## src/rtl/ctrl_pipe_pkg.sv

```systemverilog
// ---------------------------------------------------------------------------
// ctrl_pipe_pkg
// Shared definitions for the decoded control-word pipeline chain.
//
// Contents:
//   CTRL_W           default control word width (2-bit ALUOp + 7 flags)
//   *_LSB / *_BIT    bit positions of the individual control fields
//   CTRL_BUBBLE      control word loaded into empty/flushed stages; every
//                    write and memory enable in it is 0
//   STG_EX/MEM/WB    stage indices of the default 3-deep chain
//   ctrl_word_t      packed struct view of the default control word
//   ctrl_has_side_effect()  1 when a word can change architectural state
// ---------------------------------------------------------------------------
package ctrl_pipe_pkg;

  localparam int CTRL_W = 9;

  // Field positions inside the control word.
  localparam int ALUOP_LSB    = 7;
  localparam int ALUOP_W      = 2;
  localparam int ALUSRC_BIT   = 6;
  localparam int REGWRITE_BIT = 5;
  localparam int REGDST_BIT   = 4;
  localparam int MEMREAD_BIT  = 3;
  localparam int MEMWRITE_BIT = 2;
  localparam int MEMTOREG_BIT = 1;
  localparam int BRANCH_BIT   = 0;

  // A bubble must never write a register or touch memory.
  localparam logic [CTRL_W-1:0] CTRL_BUBBLE = 9'h000;

  // Stage indices of the default ID/EX, EX/MEM, MEM/WB chain.
  localparam int STG_EX  = 0;
  localparam int STG_MEM = 1;
  localparam int STG_WB  = 2;

  localparam int DEPTH_MAX = 8;

  typedef struct packed {
    logic [ALUOP_W-1:0] alu_op;
    logic               alu_src;
    logic               reg_write;
    logic               reg_dst;
    logic               mem_read;
    logic               mem_write;
    logic               mem_to_reg;
    logic               branch;
  } ctrl_word_t;

  // True when the word may alter register file, memory or control flow.
  function automatic logic ctrl_has_side_effect(input logic [CTRL_W-1:0] w);
    return w[REGWRITE_BIT] | w[MEMREAD_BIT] | w[MEMWRITE_BIT] | w[BRANCH_BIT];
  endfunction

endpackage

```

## src/rtl/ctrl_pipe_stage.sv

```systemverilog
// ---------------------------------------------------------------------------
// ctrl_pipe_stage
// One register stage of the control-word pipeline: a valid bit plus a
// WIDTH-bit control word.
//
// Parameters:
//   WIDTH   control word width
//   BUBBLE  word held whenever the stage is not valid
//
// Ports:
//   clk         rising-edge clock
//   rst         synchronous active-high reset -> (valid 0, BUBBLE)
//   load_valid  valid bit offered by the upstream source
//   load_word   word offered by the upstream source
//   hold        keep current contents
//   flush       become a bubble (wins over hold)
//   valid_o     registered valid bit
//   word_o      registered control word
// ---------------------------------------------------------------------------
module ctrl_pipe_stage #(
  parameter int               WIDTH  = 9,
  parameter logic [WIDTH-1:0] BUBBLE = '0
) (
  input  logic             clk,
  input  logic             rst,
  input  logic             load_valid,
  input  logic [WIDTH-1:0] load_word,
  input  logic             hold,
  input  logic             flush,
  output logic             valid_o,
  output logic [WIDTH-1:0] word_o
);

  logic             valid_q, valid_d;
  logic [WIDTH-1:0] word_q,  word_d;

  always_comb begin
    valid_d = valid_q;
    word_d  = word_q;
    if (flush) begin
      valid_d = 1'b0;
      word_d  = BUBBLE;
    end else if (!hold) begin
      valid_d = load_valid;
      // Mask the incoming word so an invalid stage always carries BUBBLE.
      word_d  = load_valid ? load_word : BUBBLE;
    end
  end

  always_ff @(posedge clk) begin
    if (rst) begin
      valid_q <= 1'b0;
      word_q  <= BUBBLE;
    end else begin
      valid_q <= valid_d;
      word_q  <= word_d;
    end
  end

  assign valid_o = valid_q;
  assign word_o  = word_q;

endmodule

```

## src/rtl/ctrl_pipe_chain.sv

```systemverilog
// ---------------------------------------------------------------------------
// ctrl_pipe_chain
// DEPTH-stage register chain carrying a decoded control word (and its valid
// bit) from ID through EX, MEM and WB, with per-stage stall and flush.
//
// Optional build macro: CTRL_PIPE_PERF_EN adds saturating stall/bubble
// performance counters; pipeline behaviour is identical either way.
//
// Parameters:
//   WIDTH   control word width (default CTRL_W = 9)
//   DEPTH   number of stages, 1..8 (default 3)
//   BUBBLE  word loaded into invalid/flushed stages
//   CNT_W   performance counter width (CTRL_PIPE_PERF_EN only)
//
// Ports:
//   clk, rst     clock, synchronous active-high reset
//   ctrl_in      control word from the decoder
//   valid_in     ctrl_in carries a real instruction
//   in_ready     stage 0 accepts ctrl_in this cycle (combinational)
//   stall[i]     stage i requests to hold
//   flush[i]     stage i becomes a bubble
//   ctrl_o       stage i word at [i*WIDTH +: WIDTH]
//   valid_o      stage valid bits
//   ctrl_last    word of stage DEPTH-1
//   valid_last   valid bit of stage DEPTH-1
//   stall_cnt    cycles with stage 0 held (CTRL_PIPE_PERF_EN)
//   bubble_cnt   cycles with last stage empty (CTRL_PIPE_PERF_EN)
// ---------------------------------------------------------------------------
module ctrl_pipe_chain
  import ctrl_pipe_pkg::*;
#(
  parameter int               WIDTH  = CTRL_W,
  parameter int               DEPTH  = 3,
  parameter logic [WIDTH-1:0] BUBBLE = CTRL_BUBBLE,
  parameter int               CNT_W  = 32
) (
  input  logic                   clk,
  input  logic                   rst,
  input  logic [WIDTH-1:0]       ctrl_in,
  input  logic                   valid_in,
  output logic                   in_ready,
  input  logic [DEPTH-1:0]       stall,
  input  logic [DEPTH-1:0]       flush,
  output logic [DEPTH*WIDTH-1:0] ctrl_o,
  output logic [DEPTH-1:0]       valid_o,
  output logic [WIDTH-1:0]       ctrl_last,
  output logic                   valid_last
`ifdef CTRL_PIPE_PERF_EN
  ,
  output logic [CNT_W-1:0]       stall_cnt,
  output logic [CNT_W-1:0]       bubble_cnt
`endif
);

  // -------------------------------------------------------------------------
  // Hold chain: a stall anywhere freezes that stage and everything upstream.
  // Built as a descending loop so no packed-vector self-dependency exists.
  // -------------------------------------------------------------------------
  logic [DEPTH-1:0] hold;

  always_comb begin
    hold            = '0;
    hold[DEPTH-1]   = stall[DEPTH-1];
    for (int i = DEPTH - 2; i >= 0; i--) begin
      hold[i] = stall[i] | hold[i+1];
    end
  end

  assign in_ready = ~hold[0];

  // -------------------------------------------------------------------------
  // Stage array
  // -------------------------------------------------------------------------
  logic [DEPTH-1:0] stage_valid;
  logic [WIDTH-1:0] stage_word [DEPTH];
  logic [DEPTH-1:0] load_valid;
  logic [WIDTH-1:0] load_word  [DEPTH];

  for (genvar gi = 0; gi < DEPTH; gi++) begin : g_stage
    if (gi == 0) begin : g_head
      assign load_valid[gi] = valid_in;
      assign load_word[gi]  = ctrl_in;
    end else begin : g_body
      // If the upstream stage is frozen it cannot move forward, so this
      // stage receives a bubble instead of a duplicate of the held word.
      assign load_valid[gi] = stage_valid[gi-1] & ~hold[gi-1];
      assign load_word[gi]  = stage_word[gi-1];
    end

    ctrl_pipe_stage #(
      .WIDTH  (WIDTH),
      .BUBBLE (BUBBLE)
    ) u_stage (
      .clk        (clk),
      .rst        (rst),
      .load_valid (load_valid[gi]),
      .load_word  (load_word[gi]),
      .hold       (hold[gi]),
      .flush      (flush[gi]),
      .valid_o    (stage_valid[gi]),
      .word_o     (stage_word[gi])
    );

    assign ctrl_o[gi*WIDTH +: WIDTH] = stage_word[gi];
  end

  assign valid_o    = stage_valid;
  assign ctrl_last  = stage_word[DEPTH-1];
  assign valid_last = stage_valid[DEPTH-1];

`ifdef CTRL_PIPE_PERF_EN
  // -------------------------------------------------------------------------
  // Saturating performance counters
  // -------------------------------------------------------------------------
  logic [CNT_W-1:0] stall_cnt_q,  stall_cnt_d;
  logic [CNT_W-1:0] bubble_cnt_q, bubble_cnt_d;

  always_comb begin
    stall_cnt_d  = stall_cnt_q;
    bubble_cnt_d = bubble_cnt_q;
    if (hold[0] && (stall_cnt_q != {CNT_W{1'b1}})) begin
      stall_cnt_d = stall_cnt_q + 1'b1;
    end
    if (!valid_last && (bubble_cnt_q != {CNT_W{1'b1}})) begin
      bubble_cnt_d = bubble_cnt_q + 1'b1;
    end
  end

  always_ff @(posedge clk) begin
    if (rst) begin
      stall_cnt_q  <= '0;
      bubble_cnt_q <= '0;
    end else begin
      stall_cnt_q  <= stall_cnt_d;
      bubble_cnt_q <= bubble_cnt_d;
    end
  end

  assign stall_cnt  = stall_cnt_q;
  assign bubble_cnt = bubble_cnt_q;
`endif

endmodule

```

## config.mk

```make
export PLATFORM = sky130hd
export DESIGN_NAME = ctrl_pipe_chain
export DESIGN_NICKNAME = d
export VERILOG_FILES = /design/src/rtl/ctrl_pipe_pkg.sv /design/src/rtl/ctrl_pipe_stage.sv /design/src/rtl/ctrl_pipe_chain.sv
export SDC_FILE = /design/constraint.sdc
export NUM_CORES = 1
export LEC_CHECK = 0
export ABC_CLOCK_PERIOD_IN_PS = 1010
export CORE_MARGIN = 4
export CORE_UTILIZATION = 34
export CTS_BUF_LIST = sky130_fd_sc_hd__clkbuf_16
export CTS_CLUSTER_DIAMETER = 150
export DETAILED_ROUTE_END_ITERATION = 12
export GPL_TIMING_DRIVEN = 0
export PLACE_DENSITY = 0.75
export SETUP_SLACK_MARGIN = 0.02
export SLEW_MARGIN = 20
export SYNTH_ARGS = -nofsm -noshare
export SYNTH_HDL_FRONTEND = slang
export SYNTH_SLANG_ARGS = --single-unit
export TNS_END_PERCENT = 5
```

## constraint.sdc

```tcl
create_clock -name clk -period 1.01 [get_ports clk]
set_input_delay 0.101 -clock clk [delete_from_list [all_inputs] [get_ports clk]]
set_output_delay 0.101 -clock clk [all_outputs]
set_load 0.01 [all_outputs]
```

; ---- Word-level counts from Yosys, hierarchy flattened
; Cells that the tools add are included.
[classes]
n_mux = 3
bitwise_logic = 6
n_reduce_logical = 3
[ops]
columns = op, count
row1 = 9-bit two-way mux, 3
row2 = 2-bit OR reduction, 3
row3 = 1-bit bitwise AND, 2
row4 = 1-bit inverter, 2
row5 = 1-bit bitwise OR, 2
[totals]
ff_bits = 30
out_inout_bits = 41
elab_cells = 18

; ---- Depth between registers and ports, before layout
[depth]
word_depth = 5
depth_mapped = 5
mapped_depth_nobuf = 4

; ---- Cells and area by module
; A second synthesis with hierarchy kept.
[hier_totals]
hier_cells = 144
hier_area_um2 = 1291.2
[modules_own_cells]
columns = mod, instances, cells_per_inst, area_per_inst_um2
row1 = ctrl_pipe_stage, 3, 43, 394.1
row2 = ctrl_pipe_chain, 1, 15, 108.9

; ---- Least setup slack after synthesis
; No wires, ideal clock.
[synth_timing]
path_type = reg2reg
startpoint = register g_stage[0].u_stage.valid_q
endpoint = register g_stage[1].u_stage.word_q[0]
setup_ns = 0.117
arrival_ns = 0.947
required_ns = 0.893
setup_slack_ns = -0.053
stages_incl_launch_ff = 5
n_path_buf = 1
synth_period_minus_slack_ns = 1.063
cell_sequence = dfxtp_1 > nor2b_1 > and3_1 > buf_2 > a22o_1
[synth_between]
elab_chain_len = 2
[synth_lines]
columns = element, line_no
row1 = start: declaration, ctrl_pipe_stage.sv:34  ; logic valid_q, valid_d;
row2 = start signal: assignment, ctrl_pipe_stage.sv:55  ; valid_q <= valid_d;
row3 = 1-bit bitwise AND, ctrl_pipe_chain.sv:86  ; assign load_valid[gi] = stage_valid[gi-1] & ~hold[gi-1];
row4 = 9-bit two-way mux, ctrl_pipe_stage.sv:46  ; word_d = load_valid ? load_word : BUBBLE;
row5 = end signal: assignment, ctrl_pipe_stage.sv:56  ; word_q <= word_d;
row6 = end: declaration, ctrl_pipe_stage.sv:35  ; logic [WIDTH-1:0] word_q, word_d;
; Every way passes these cells.
; A chain may end at the register's enable or synchronous reset.

; ---- Worst setup path in the final report
[layout_timing]
startpoint = input stall[2]
endpoint = output in_ready
[layout_between]
elab_chain_len = 3
[layout_lines]
columns = element, line_no
row1 = start: declaration, ctrl_pipe_chain.sv:42  ; input logic [DEPTH-1:0] stall,
row2 = 1-bit bitwise OR (2 in a row), ctrl_pipe_chain.sv:65  ; hold[i] = stall[i] | hold[i+1];
row3 = 1-bit inverter, ctrl_pipe_chain.sv:69  ; assign in_ready = ~hold[0];
row4 = end: declaration, ctrl_pipe_chain.sv:41  ; output logic in_ready,
; Every way passes these cells.

==> metrics.md <==
| Metric | Value |
|---|---|
| Status | finished, final reports clean |
| Core Util, Final | 59.7% |
| First-pass GRT wire length | 4750 µm |
| Final #Nets | 196 |
| Commonest non-fill, non-tap cell in the layout | buf_4 |
| Pin count of the biggest net entering global routing | 11 |
| Clock power frac | 49.7% |
| Cell variety after synth | 21 |
| Max Fclk | 1.02 GHz |
| IO Port Bufs | 57 |
| Combinational power share | between 5 and 6% |
| # diodes | 0 |
| Final hold vios | 0 |
| Final hold slack | 49.1 ps |
| Remaining DRCs | 0 |
| CTS tree | yes |
| # rows | 20 |
| Pins Over Slew Limit | 0 |
| Synth top area cells | dfxtp_1, a22o_1, buf_4 |
| CP startpoint kind | input pin |
| Overall Power | 2.68 mW |
| Worst vdd ir | 0.858 mV |
| Initial Util | 36.2% |
| Max_cap viols | 0 |
| Share of Yosys cell area claimed by the top area cell type | 53.5% |
| Via count | 1041 |
| WP buf/inv | 4 |
| Finished Cell Area | about 0.0019 mm² |
| Clk_skew | 3.99 ps |
| Final period utilization | 97.5% |
| Total CTS buffers | 5 |
| Register bit total from synthesis | 30 |
| All-Layer GR Usage | roughly 15% |
| Hold Buf Count CTS | 0 |
| Dpl ws | -824 ps |
| Share of cells above drive strength 1 | roughly half |
| DP Area | 0.00177 mm² |
| Syn Nets | 131 |
| Clock Sinks | 30 |
| Worst-path fanout max | 7 |
| Vias in the first global route | between 1000 and 1500 |
| Syn-to-layout area delta | 65.0% |
| Latest clock arrival within the worst-skew pair | 260 ps |
| Die area | 0.00428 mm² |
| Switching power total | 522 µW |
| Hold Crit Class | input pin to flip-flop |
| Crit path cell chain | buf_8, or3_4, inv_2, buf_6, buf_6 |
| I/O Pins | 59 |
| Iter 0 DRT Violations | 29 |
| Vias/cell | 4.69 |
| H-tree depth | 2 |
| Worst slew margin | about 73% |
| Slowest CP cell | or3_4 |
| Synth area leader | dfxtp_1 |
| Detailed placement HPWL | 2370 µm |
| Lkg Pwr | 0.818 nW |
| Pre-Repair DR Iteration Count | 5 |
| Crit Path Class | input pin to output pin |
| Grt ovf | 0 |
| PD cells | 1450 mW/mm² |
| Syn_area_per_cell | 9.93 µm² |
| Min cycle time layout | 985 ps |
| Clk slew on worst S/H paths | 50 ps |
| YS warnings | 0 |
| Antenna violations before repair | 0 |
| Internal power | 2.16 mW |
| Synth Instances | 113 |
| Core ar. | 0.00310 mm² |
| GPL Wtd Cong | 0.871 |
| Final Worst Setup Slack | between 20 and 30 ps |
| Crit path largest cell delay | roughly 390 ps |
| Die Y | 65.5 µm |
| Worst EP required | 910 ps |
| Worst-Margin Slew | 403 ps |
| Flop pwr share | 44.5% |
| WL/cell | 14.0 µm |
| Most frequent cells in the layout | buf_4, a22o_1, dfxtp_1 |
| Die X | 65.5 µm |
| Most used cell along the critical path | buf_6 |
| DRT antenna net count | 0 |
| Net Sw Frac | 19.5% |
| Arr. time, crit path | between 800 and 900 ps |
| Family with the most delay on the worst path | buffers and inverters |
| Synth Cell Area | 0.00112 mm² |
| Root Driver | clkbuf_16 |
| RSZ-0062 raised after global routing | yes |
| Setup violations, final | 0 |
| Clk buf depth | 2 |
| Seq/Total Area, Yosys | 53.5% |
| Worst Setup End Kind | output pin |
| Routed Wire Length | ~3100 µm |
-- worst paths after layout --
path	slack (ps)	end	depth (start not counted)	start
max	30	in_ready	5	stall[2]
min	50	g_stage[2].u_stage.valid_o	2	flush[2]
max reg2reg	40	g_stage[1].u_stage.word_o[4]	3	g_stage[0].u_stage.valid_o
min reg2reg	470	g_stage[0].u_stage.word_o[2]	2	g_stage[0].u_stage.word_o[2]
-- stage by stage --
stage	TNS, ps	std cells
finish	0	222
global route	-3.18	222
CTS	-345	220
detailed placement	-15800	214
global placement	-14920	214
floorplan	0	113
-- repair_timing --
action	CTS	global route
resized for setup	112	40
pin swaps	1	2
setup buffers	0	3
endpoints found under the setup margin	70	50
-- Yosys cell counts --
| library cell | instances |
|---|---|
| nor3_1 | 2 |
| or3_4 | 1 |
| nor2b_1 | 1 |
| buf_6 | 1 |
| inv_2 | 1 |
| buf_4 | 12 |
| nor3b_1 | 1 |
| and3_1 | 2 |
| nor3_2 | 1 |
| nand2_1 | 11 |
| nand3_1 | 9 |
| and2_1 | 1 |
| buf_1 | 1 |
| or2_2 | 1 |
| a21oi_1 | 11 |
| nor2_1 | 3 |
| dfxtp_1 | 30 |
| mux2i_1 | 1 |
| clkbuf_1 | 2 |
| a22o_1 | 18 |
| buf_2 | 3 |
-- layout make-up --
type | instances | area (µm²)
inverter | 1 | 3.75
sequential | 30 | 617
clock buffer | 5 | 125
clock inverter | 2 | 10.0
buffer | 17 | 126
fill | 282 | 1250
tap | 44 | 55.1
timing repair buffer | 60 | 499
multi-input combinational | 63 | 415
-- state kept, by name, indices dropped and copies added (netlist names) --
name                     count
g_stage.u_stage.word_o      27
g_stage.u_stage.valid_o      3
-- worst reg2reg max path: stages (launching register included) --
cell     delay (ps)
dfxtp_2         320
nor2b_4         120
and3_4          190
a22o_1          220
-- power by group through the flow --
stage,registers (mW),logic [mW],clock network (mW)
after detailed placement,1.22,0.144,0
after CTS,1.19,0.139,1.35
final,1.19,0.154,1.33
after global routing,1.19,0.165,1.39
after floorplan,1.22,0.0501,0
after global placement,1.22,0.142,0
-- per-layer routing --
| metal | global-route usage [%] | vias up | wire [µm] | part of all wire, % |
|---|---|---|---|---|
| li1 | - | 520 | - | - |
| met1 | 15.7 | 471 | 1310 | 42 |
| met2 | 25.9 | 46 | 1540 | 50 |
| met3 | 3.93 | 4 | 197 | 6.3 |
| met4 | 6.99 | 0 | 57 | 1.8 |
| met5 | 0 | - | 0 | 0 |
-- cell families (layout without fill, tap and decap cells) --
logic type      count (synthesis)  after routing  share of synthesized area, %
simple gates                   33             33                          14.9
mux                             1              1                         0.892
flops                          30             30                          53.5
buf+inv                        20             85                          11.7
compound gates                 29             29                          19.0
No activity file was read; power rests on OpenSTA's default activity.
